### src/rtl/div_sequencer_pkg.sv
// Shared definitions for the EX-stage divide sequencer: state encoding and
// the fill value used for the quotient half of a divide-by-zero result.
package div_sequencer_pkg;

  // Two-bit state encoding, also exported on the debug port.
  typedef enum logic [1:0] {
    DS_IDLE = 2'd0,
    DS_BUSY = 2'd1,
    DS_DONE = 2'd2
  } ds_state_t;

  // Divide-by-zero produces LO = all ones (and HI = dividend).
  localparam logic DS_ZERO_LO_FILL = 1'b1;

endpackage

### src/rtl/div_sequencer.sv
// EX-stage divide sequencer.
// Captures DIV/DIVU operands, drives the iterative divider, stalls EX while
// the divider works and holds the {HI,LO} result until the pipeline takes it.
// Also covers the divide-by-zero fast path, flush (annul) and a BUSY timeout.
//
// Handshake: result_o is valid in every cycle result_valid_o=1 (DONE state).
// The pipeline consumes it in any DONE cycle with ext_stall_i=0; while
// ext_stall_i=1 the result is held unchanged. The divider side is a level
// request: div_start_o stays high for the whole operation and the divider
// answers with a single-cycle div_ready_i carrying div_result_i.
module div_sequencer
  import div_sequencer_pkg::*;
#(
  parameter int WIDTH      = 32,
  parameter int MAX_CYCLES = 40,
  parameter int FAST_ZERO  = 1
) (
  input  logic                 clka,
  input  logic                 rst,
  input  logic                 start_i,
  input  logic                 signed_i,
  input  logic [WIDTH-1:0]     opa_i,
  input  logic [WIDTH-1:0]     opb_i,
  input  logic                 annul_i,
  input  logic                 ext_stall_i,
  input  logic                 div_ready_i,
  input  logic [2*WIDTH-1:0]   div_result_i,
  output logic                 div_start_o,
  output logic                 div_signed_o,
  output logic [WIDTH-1:0]     div_opa_o,
  output logic [WIDTH-1:0]     div_opb_o,
  output logic                 div_annul_o,
  output logic                 stall_div_o,
  output logic [2*WIDTH-1:0]   result_o,
  output logic                 result_valid_o,
  output logic                 timeout_o,
  output logic [1:0]           state_dbg
);

  localparam int CW = $clog2(MAX_CYCLES + 1);
  localparam logic [CW-1:0] CNT_LAST = CW'(MAX_CYCLES - 1);

  ds_state_t       state;
  logic [CW-1:0]   cnt;
  logic            accept;
  logic            zero_fast;

  // A new divide is taken only when its EX instruction is not being flushed.
  assign accept    = start_i & ~annul_i;
  assign zero_fast = (FAST_ZERO != 0) && (opb_i == '0);

  // The stall must rise in the start cycle itself so F/D/E freeze with it;
  // the zero fast path finishes without ever stalling.
  assign stall_div_o = ((state == DS_IDLE) & accept & ~zero_fast) |
                       (state == DS_BUSY);

  assign state_dbg = state;

  // Sequencer FSM with all outputs registered.
  always_ff @(posedge clka) begin
    if (rst) begin
      state          <= DS_IDLE;
      cnt            <= '0;
      div_start_o    <= 1'b0;
      div_signed_o   <= 1'b0;
      div_opa_o      <= '0;
      div_opb_o      <= '0;
      div_annul_o    <= 1'b0;
      result_o       <= '0;
      result_valid_o <= 1'b0;
      timeout_o      <= 1'b0;
    end else begin
      // Single-cycle pulses default low.
      div_annul_o <= 1'b0;
      timeout_o   <= 1'b0;
      case (state)
        DS_IDLE: begin
          if (accept) begin
            // Operands are frozen here; later forwarding changes are ignored.
            div_signed_o <= signed_i;
            div_opa_o    <= opa_i;
            div_opb_o    <= opb_i;
            cnt          <= '0;
            if (zero_fast) begin
              result_o       <= {opa_i, {WIDTH{DS_ZERO_LO_FILL}}};
              result_valid_o <= 1'b1;
              state          <= DS_DONE;
            end else begin
              div_start_o <= 1'b1;
              state       <= DS_BUSY;
            end
          end
        end
        DS_BUSY: begin
          cnt <= cnt + 1'b1;
          if (annul_i) begin
            // Flush wins over a same-cycle result: abort, no result.
            div_annul_o <= 1'b1;
            div_start_o <= 1'b0;
            state       <= DS_IDLE;
          end else if (div_ready_i) begin
            result_o       <= div_result_i;
            div_start_o    <= 1'b0;
            result_valid_o <= 1'b1;
            state          <= DS_DONE;
          end else if (cnt == CNT_LAST) begin
            // Divider never answered: abort it and hand back a zero result.
            timeout_o      <= 1'b1;
            div_annul_o    <= 1'b1;
            div_start_o    <= 1'b0;
            result_o       <= '0;
            result_valid_o <= 1'b1;
            state          <= DS_DONE;
          end
        end
        DS_DONE: begin
          if (annul_i || !ext_stall_i) begin
            result_valid_o <= 1'b0;
            state          <= DS_IDLE;
          end
        end
        default: begin
          div_start_o    <= 1'b0;
          result_valid_o <= 1'b0;
          state          <= DS_IDLE;
        end
      endcase
    end
  end

  // Losing start_i mid-divide without a flush means EX dropped its instruction.
  a_start_held: assert property (@(posedge clka) disable iff (rst)
    ((state == DS_BUSY) && !annul_i) |-> start_i);

endmodule

### config.mk
export PLATFORM = sky130hd
export DESIGN_NAME = div_sequencer
export DESIGN_NICKNAME = d
export VERILOG_FILES = /design/src/rtl/div_sequencer_pkg.sv /design/src/rtl/div_sequencer.sv
export SDC_FILE = /design/constraint.sdc
export NUM_CORES = 1
export LEC_CHECK = 0
export BUFFER_PORTS_ARGS = -buffer_cell sky130_fd_sc_hd__buf_2
export CAP_MARGIN = 20
export CORE_MARGIN = 4
export CORE_UTILIZATION = 51
export CTS_BUF_LIST = sky130_fd_sc_hd__clkbuf_8
export DETAILED_ROUTE_END_ITERATION = 8
export PLACE_DENSITY = 0.95
export SYNTH_ARGS = -nofsm -noshare
export SYNTH_HDL_FRONTEND = slang
export SYNTH_SLANG_ARGS = --single-unit
### constraint.sdc
create_clock -name clka -period 5.22 [get_ports clka]
set_input_delay 0.261 -clock clka [delete_from_list [all_inputs] [get_ports clka]]
set_output_delay 0.261 -clock clka [all_outputs]
set_load 0.01 [all_outputs]
==> results of run 1 <==
==> area by class of cell <==
| type | count | area, um2 | share of cell area |
|---|---|---|---|
| clock inverter | 14 | 168.9 | 0.02272 |
| clock buffer | 18 | 247.7 | 0.03332 |
| sequential | 141 | 2823 | 0.3797 |
| multi-input combinational | 497 | 2571 | 0.3458 |
| tap | 140 | 175.2 | 0.02356 |
| timing repair buffer | 280 | 1441 | 0.1939 |
| inverter | 2 | 7.507 | 0.001010 |
==> flip-flops by register name, indices dropped and copies added (netlist names) <==
register and flops:
cnt 6, div_annul_o 1, div_opa_o 32, div_opb_o 32, div_signed_o 1, div_start_o 1, result_o 64, result_valid_o 1
state_dbg 2, timeout_o 1
==> layout by cell type (no fill, tap or decap), drive strengths merged <==
cell type	count
a2111oi	2
a211oi	33
a21oi	168
a22oi	1
a311oi	2
and2	2
and3	34
and4bb	1
buf	280
bufinv	3
clkbuf	18
clkinv	4
clkinvlp	4
dfxtp	141
ha	1
inv	5
nand2	170
nand2b	2
nand3	2
nand3b	3
nand4	2
nor2	19
nor2b	3
nor3	2
nor4	8
nor4b	1
o211a	1
o21a	32
o21ai	6
o21ba	1
or2	1
==> critical path, cell delays in order (launching register included) <==
cell,delay [ps]
dfxtp_1,370
ha_1,220
and4bb_1,240
a21oi_2,110
a2111oi_4,370
buf_4,380
and2_2,490
buf_12,280
a211oi_1,110
==> metrics by stage <==
step | hold slack, ps | utilization | instances
2_1_floorplan | 397.0 | - | 705
3_3_place_gp | 438.3 | 0.6455 | 1059
3_5_place_dp | 443.0 | 0.6474 | 1060
4_1_cts | 51.83 | 0.6858 | 1092
5_1_grt | 42.54 | 0.6858 | 1092
6_report | 81.65 | 0.6858 | 1092
==> worst paths after layout <==
kind	slack [ps]	cells past startpoint	end	startpoint
setup / recovery	2430	8	result_o[34]	cnt[0]
hold reg to reg	450	2	div_opa_o[15]	div_opa_o[15]
setup reg to reg	2430	8	result_o[34]	cnt[0]
hold / removal	80	3	div_signed_o	signed_i
==> power by group through the flow <==
stage	sequential (W)	combinational, W	clock (W)
5_1_grt	0.00115	0.000358	0.000986
4_1_cts	0.00115	0.000324	0.000934
3_5_place_dp	0.00117	0.000322	0
3_3_place_gp	0.00117	0.000314	0
2_1_floorplan	0.00119	0.000157	0
6_report	0.00115	0.000324	0.000916
==> routing by layer <==
layer  global-route usage  wire (um)  vias to the layer above  share of wire
li1                     -          -                     2902              -
met1               0.3210       6707                     2695           0.39
met2               0.4344       8397                      326           0.49
met3              0.08717       1725                       34           0.10
met4              0.08654        454                        0          0.026
met5                    0          0                        -              0
==> kinds of logic after synthesis <==
group / after synthesis
AO/OA/AOI/OAI: 246
AND/OR/NAND/NOR: 250
buffers and inverters: 67
adder cells (fa/ha/maj): 1
flip-flops: 141
==> reports/metrics.cfg, run 1 <==
[status]
status = finished clean

[synth]
syn_area_per_cell_um2 = 8.002
synth_area_leaders = dfxtp_1 (50%), a21oi_1 (15%), nand2_1 (11%)
synth_edf_count = 0
synth_mux_area_frac = 0
synth_top_family_by_area = compound AO/OA/AOI/OAI gates
synth_top_area_cell = dfxtp_1
syn_nets = 841
synth-seq-cells = 141
synth.most_common_cell = nand2_1
mappedNetlistArea_um2 = 5642
synth_cell_type_count = 32
async_flop_share = 0
seq_area_frac_synth = 0.5003
synth-main-ff-cell = dfxtp_1
yosysTopAreaCellShare = 0.5003
synth-xor-area-share = 0
yosysWarnings = 0
yosys.area_share.simple = 0.1947
synth_fa_ha_area_frac = 0.002218
synthCells = 705
synth_compound_area_frac = 0.2559
synthTopCellsByCount = nand2_1 (170), a21oi_1 (167), dfxtp_1 (141)

[drt]
vias = 5957
wl_per_cell_um = 15.83
wl_um = 17290
drt-initial-drc-count = 504
dr.pass1.iters = 6
drc = 0
viasPerCell = 5.455
final_antenna_net_count = 0

[timing]
setup_slack_ps = 2433
fmax_mhz = 358.8
finalClockSkew_ps = 9.856
finalHoldViolations = 0
rsz0062_at_grt = no
worst_slew_pin_slew_ps = 817.1
tns_ps = 0
drv_slew = 0
setup_viol = 0
fin_crit_sh = 0.5339
maxSlewHeadroom = 0.4553
post-route-min-period_ps = 2787

[place]
portBuffers = 270
hpwl_um = 11960
pre_cts_slack_ps = 2400
postPlaceCellArea_um2 = 7018
gp_congestion = 0.8420

[power]
switching_share = 0.2722
switchingPower_w = 0.0006502
intPower_w = 0.001738
peakVddDrop_v = 0.0002239
p_per_area_nw_per_um2 = 321.3
combinationalPowerShare = 0.136
power_w = 0.002389
leakagePower_nw = 3.503
p_clk_frac = 0.384
seq_power_share = 0.481

[critical_path]
worstPathArrival_ps = 3050
crit_fanout = 45
cp-start-kind = flip-flop
endpoint_kind = flip-flop
path_class = flip-flop to flip-flop
crit_required_ps = 5480

[cells_and_area]
drive_gt1_frac = 0.3372
area_growth_pct = 31.78
antenna_cells = 0
fin_area_um2 = 7435
nFillCells = 884
nets = 1075

[floorplanning]
die_y_um = 113.2
dieArea_um2 = 12810
io_pins = 271
coreArea_um2 = 10840
start_util = 0.5204
rows = 38
die_w_um = 113.2

[cts]
clkTransAtPathRegs_ps = 80
worst_skew_pair.late_latency_ps = 420
cts_buffer_depth = 2
cts_inserted_buffers = 17
cts_tree = yes
ctsResizeCount = 0
cts_hold_buf = 0
h-tree-depth = 4
clkSinkCount = 141
cts-root-buf = clkbuf_8
cts_setup_buffers = 0

[global_routing]
grt_pass1_vias = 5616
grt_overflow_total = 0
grt_pass1_wl_um = 27300
grt_max_degree = 78
track_usage = 0.2619
antenna_found_initial = 0

[job]
cap_viol_max_count = 0

[worst_hold_path]
min_path_type = primary input to flip-flop

Power figures use the tool's default switching activity.
==> inputs of run 2 (changes only) <==
Settings changed: CORE_UTILIZATION 51 to 43, PLACE_DENSITY 0.95 to 0.89.
Clock period 5.22 ns to 2.4 ns, I/O delays scaled along.
==> reports/metrics.cfg, run 2 (synthesis results as in run 1) <==
[job]
cap_viol_max_count = 0  ; unchanged

[cells_and_area]
nets = 1172  ; +9.0%
regArea_um2 = 2825  ; about the same
nFillCells = 1022  ; +16%
final_core_util = 0.6685  ; -0.01736
area_growth_pct = 50.74
multi_input_comb_area_um2 = 2574  ; about the same
layout_common_cells = buf_2 (269), nand2_1 (169), a21oi_1 (167)
largestRegisters = result_o (64), div_opa_o (32), div_opb_o (32)
drive_gt1_frac = 0.3155  ; -0.02165
largest_register_ffs = 64  ; unchanged
final_common_cell = buf_2
largest_register = result_o

[power]
power_w = 0.005444  ; +130%
leakagePower_nw = 3.952  ; +13%
peakVddDrop_v = 0.0003470  ; +55%
intPower_w = 0.004029  ; +130%
seq_power_share = 0.459  ; -0.022
combinationalPowerShare = 0.158  ; +0.022
p_per_area_nw_per_um2 = 640.2  ; +99%
switchingPower_w = 0.001415  ; +120%
switching_share = 0.2599  ; -0.01232
p_clk_frac = 0.383  ; about the same

[cts]
worst_skew_pair.late_latency_ps = 440  ; +20 ps
cts_buffer_depth = 2  ; unchanged
cts_setup_buffers = 0  ; unchanged
cts_tree = yes
cts_inserted_buffers = 17  ; unchanged
h-tree-depth = 4  ; unchanged
clkSinkCount = 141  ; unchanged
clkTransAtPathRegs_ps = 70  ; about the same
cts-root-buf = clkbuf_8

[timing]
fin_crit_sh = 0.9920
worst_slew_pin_slew_ps = 619.2  ; -197.9 ps
rsz0062_at_grt = no
drv_slew = 0  ; unchanged
tns_ps = 0  ; unchanged
maxSlewHeadroom = 0.5872  ; +0.1319
fmax_mhz = 420.0
finalHoldViolations = 0  ; unchanged
finalClockSkew_ps = 12.63  ; +2.776 ps
setup_viol = 0  ; unchanged
post-route-min-period_ps = 2381

[critical_path]
crit_slowest_cell = dlygate4sd3_1
crit_buf_inv = 3  ; +1
path_class = primary input to primary output
endpoint_kind = primary output
crit_required_ps = 2280  ; -3200 ps
crit_chain = dlygate4sd3_1 > buf_2 > nor4_1 > nand4_1 > nor2_1 > o21ai_0 > buf_2
worstPathArrival_ps = 2260  ; -790 ps
max_stage_delay_ps = 550  ; +60 ps
r2r_start = state_dbg[1]
crit_start = opb_i[16]
crit_family = simple AND/OR/NAND/NOR gates
crit_fanout = 4  ; -91%
cpMostUsedCell = buf_2
cp-start-kind = primary input

[drt]
dr.pass1.iters = 5  ; -1
wl_per_cell_um = 16.77  ; +6.0%
wl_um = 20550  ; +19%
vias = 6598  ; +11%
viasPerCell = 5.386  ; -1.3%
final_antenna_net_count = 0  ; unchanged
drt-initial-drc-count = 521  ; +3.4%
drc = 0  ; unchanged

[floorplanning]
die_y_um = 122.5  ; +8.3%
coreArea_um2 = 12720  ; +17%
io_pins = 271  ; unchanged
rows = 41  ; +7.9%
start_util = 0.4435  ; -0.07698
die_w_um = 122.5  ; +8.3%
dieArea_um2 = 15020  ; +17%

[global_routing]
antenna_found_initial = 3  ; +3
grt_pass1_wl_um = 31600  ; +16%
grt_max_degree = 66  ; -15%
grt_pass1_vias = 6397  ; +14%
track_usage = 0.2665  ; +0.004515
grt_overflow_total = 0  ; unchanged

[place]
gp_congestion = 0.8043  ; -4.5%
portBuffers = 270  ; unchanged
hpwl_um = 12540  ; +4.8%

[worst_hold_path]
worstHoldStart = div_result_i[5]
min_path_type = primary input to flip-flop

[status]
status = finished clean

run 2: layer usage:
metal	global-route usage	vias to the layer above	part of all wire
met3	0.07650	77	0.090
met5	0	-	0
li1	-	3108	-
met4	0.1575	0	0.043
met1	0.3018	3032	0.38
met2	0.4459	381	0.49
run 2: layout make-up:
| class | count | share of cell area |
|---|---|---|
| flip-flops and latches | 141 | 0.3322 |
| multi-input cells | 497 | 0.3026 |
| repair buffers | 377 | 0.2853 |
| clock buffers | 23 | 0.03722 |
| well taps | 172 | 0.02531 |
| clock inverters | 9 | 0.01530 |
| diodes | 4 | 0.001177 |
| inverters | 2 | 0.0008827 |
run 2: tightest hold or removal path: cells and delay by family:
| kind | cells | cell delay [ps] |
|---|---|---|
| and+or+nand+nor | 1 | 50 |
| AOI/OAI and AO/OA | 2 | 160 |
| buffers and inverters | 1 | 100 |
run 2: what timing repair did:
action / in CTS / in global routing
resized for setup: 0 / 3
endpoints found under the hold margin: 96 / 0
setup endpoints to repair: 0 / 3
hold buffers: 91 / 0
run 2: per-stage QoR:
| step | setup WS (ps) | hold WS, ps | area (um2) | instances |
|---|---|---|---|---|
| floorplan | 378.2 | 256.0 | 5642 | 705 |
| detailed placement | 263.3 | 376.8 | 7131 | 1098 |
| global placement | 371.3 | 362.8 | 7131 | 1098 |
| finish | 19.22 | 36.19 | 8504 | 1225 |
| CTS | 93.07 | 0.7113 | 8488 | 1221 |
| global route | 20.96 | 5.887 | 8502 | 1224 |
run 2: power by group through the flow:
stage | Sequential, W | Clock (W) | Combinational (W)
finish | 0.00250 | 0.00208 | 0.000859
global route | 0.00251 | 0.00223 | 0.000936
CTS | 0.00250 | 0.00214 | 0.000835
detailed placement | 0.00255 | 0 | 0.000720
global placement | 0.00255 | 0 | 0.000709
floorplan | 0.00259 | 0 | 0.000341
run 2: final timing paths:
path,slack [ps],end,cells past startpoint
setup reg to reg,280,div_opb_o[10],6
setup / recovery,20,stall_div_o,7
hold / removal,40,result_o[5],4
hold reg to reg,450,result_valid_o,2
==> inputs of run 3 (changes only) <==
Settings changed: ABC_AREA set to 1, CORE_UTILIZATION 43 to 44.
==> reports/metrics.cfg, run 3 <==
[status]
status = finished clean

[critical_path]
cp-start-kind = primary input
r2r_slack_ps = 180  ; -100 ps
worstPathArrival_ps = 2640  ; +380 ps
endpoint_kind = flip-flop
crit_fanout = 33  ; +29
path_class = primary input to flip-flop
crit_required_ps = 2780  ; +500 ps

[cts]
clkTransAtPathRegs_ps = 80  ; about the same
worst_skew_pair.late_latency_ps = 430  ; about the same
cts_inserted_buffers = 17  ; unchanged
cts_tree = yes
cts-root-buf = clkbuf_8
clkSinkCount = 141  ; unchanged
cts_buffer_depth = 2  ; unchanged
h-tree-depth = 4  ; unchanged

[drt]
drc = 0  ; unchanged
dr_wl_met2_um = 10850  ; +8.4%
met1_length_um = 8327  ; +6.7%
dr.pass1.iters = 5  ; unchanged
viasPerCell = 5.260  ; -2.3%
vias = 7291  ; +11%
wl_um = 22250  ; +8.3%
drt-initial-drc-count = 542  ; +4.0%
top_layer = met4
wl_per_cell_um = 16.05  ; -4.3%
final_antenna_net_count = 0  ; unchanged
dr_wl_met3_um = 1847  ; -0.11%

[cells_and_area]
multi_input_comb_area_um2 = 2942  ; +14%
largestRegisters = result_o (64), div_opa_o (32), div_opb_o (32)
final_core_util = 0.6390  ; -0.02952
regArea_um2 = 2824  ; about the same
final_cells = 1386  ; +13%
largest_register_ffs = 64  ; unchanged
final_common_cell = buf_2
nFillCells = 1189  ; +16%
largest_register = result_o
nets = 1333  ; +14%
layout_common_cells = buf_2 (270), nor2_1 (223), nand2_1 (156)
fin_area_um2 = 8596  ; +1.1%
drive_gt1_frac = 0.2705  ; -0.04507
area_growth_pct = 40.32

[synth]
yosysWarnings = 0  ; unchanged
synthTopCellsByCount = nor2_1 (223), nand2_1 (157), dfxtp_1 (141)
async_flop_share = 0  ; unchanged
synth-main-ff-cell = dfxtp_1
synthCells = 897  ; +27%
synth_area_leaders = dfxtp_1 (46%), nor2_1 (14%), nand2_1 (9.6%)
seq_area_frac_synth = 0.4608  ; -0.03955
mappedNetlistArea_um2 = 6126  ; +8.6%
synth_top_area_cell = dfxtp_1
synth_edf_count = 0  ; unchanged
synth-seq-cells = 141  ; unchanged
synth_cell_type_count = 26  ; -19%
syn_nets = 1033  ; +23%
syn_area_per_cell_um2 = 6.829  ; -15%
synth.most_common_cell = nor2_1
yosysTopAreaCellShare = 0.4608  ; -0.03955

[timing]
drv_slew = 0  ; unchanged
finalHoldViolations = 0  ; unchanged
fin_crit_sh = 0.9420  ; -0.05002
tns_ps = 0  ; unchanged
maxSlewHeadroom = 0.5046  ; -0.08263
fmax_mhz = 442.3  ; +5.3%
finalClockSkew_ps = 10.65  ; -1.987 ps
rsz0062_at_grt = no
setup_viol = 0  ; unchanged
worst_slew_pin_slew_ps = 743.2  ; +123.9 ps
post-route-min-period_ps = 2261  ; -120.1 ps

[global_routing]
grt_max_degree = 131  ; +98%
grt_pass1_vias = 6635  ; +3.7%
grt_pass1_wl_um = 33090  ; +4.7%
track_usage = 0.2564  ; -0.01010
antenna_found_initial = 0  ; -3
grt_overflow_total = 0  ; unchanged

[place]
hpwl_um = 13360  ; +6.5%
postPlaceCellArea_um2 = 7508  ; +5.3%
gp_congestion = 0.9281  ; +15%
numPlacedInstances = 1280  ; +17%
portBuffers = 270  ; unchanged

[floorplanning]
rows = 42  ; +2.4%
io_pins = 271  ; unchanged
die_y_um = 126.0  ; +2.8%
dieArea_um2 = 15870  ; +5.7%
start_util = 0.4554  ; +0.01191
coreArea_um2 = 13450  ; +5.7%
die_w_um = 126.0  ; +2.8%

[power]
leakagePower_nw = 4.071  ; +3.0%
p_per_area_nw_per_um2 = 606.9  ; -5.2%
peakVddDrop_v = 0.0004500  ; +30%
power_w = 0.005217  ; -4.2%

[job]
cap_viol_max_count = 0  ; unchanged

[worst_hold_path]
min_path_type = primary input to flip-flop

run 3: kinds of logic after synthesis:
| family | count (synthesis) | synth area share |
|---|---|---|
| AND/OR/NAND/NOR | 457 | 0.2982 |
| AO/OA/AOI/OAI | 212 | 0.1759 |
| flip-flops | 141 | 0.4608 |
| buffers and inverters | 86 | 0.06311 |
| adder cells (fa/ha/maj) | 1 | 0.002042 |
run 3: path summary, 6_finish.rpt:
kind / from / endpoint / cells past startpoint
max: opb_i[23] / state_dbg[1] / 11
min: div_result_i[1] / result_o[1] / 5
max reg2reg: state_dbg[1] / state_dbg[1] / 8
min reg2reg: result_o[5] / result_o[5] / 2
run 3: per-layer routing:
metal,vias up,GRT usage
li1,3533,-
met1,3280,0.2845
met2,396,0.4357
met3,82,0.07367
met4,0,0.1521
met5,-,0
run 3: metrics by stage:
stage	hold WS, ps	setup slack [ps]
3_3_place_gp	375.4	601.0
6_report	29.59	139.3
2_1_floorplan	196.9	798.1
4_1_cts	6.575	55.47
3_5_place_dp	382.6	533.2
5_1_grt	13.28	9.691
run 3: worst max-delay path, stage by stage:
cell and delay, ps:
dlygate4sd3_1 530, buf_2 140, nor2_1 130, nand2_1 70, nor2_1 140, nand2_1 180, o21ai_4 300, clkbuf_16 280
nand2_1 80, a21oi_1 120, dlygate4sd3_1 550
run 3: final cells by class:
class	instances	area share
antenna	1	0.0002911
timing repair buffer	354	0.2597
clock buffer	20	0.03202
clock inverter	11	0.006259
multi-input combinational	671	0.3422
tap	176	0.02562
inverter	12	0.005386
sequential	141	0.3285
run 3: power by group:
| group | internal [W] | total (W) | leakage (nW) | switching [W] |
|---|---|---|---|---|
| logic | 0.000432 | 0.00105 | 2.73 | 0.000618 |
| registers | 0.00247 | 0.00254 | 1.15 | 0.0000688 |
| clock network | 0.000766 | 0.00163 | 0.187 | 0.000863 |
run 3: timing repair:
| item | CTS | global route |
|---|---|---|
| endpoints found under the hold margin | 72 | 0 |
| buffers inserted | 0 | 2 |
| hold buffers | 68 | 0 |
| setup endpoints to repair | 0 | 1 |
| gates resized for setup | 0 | 3 |
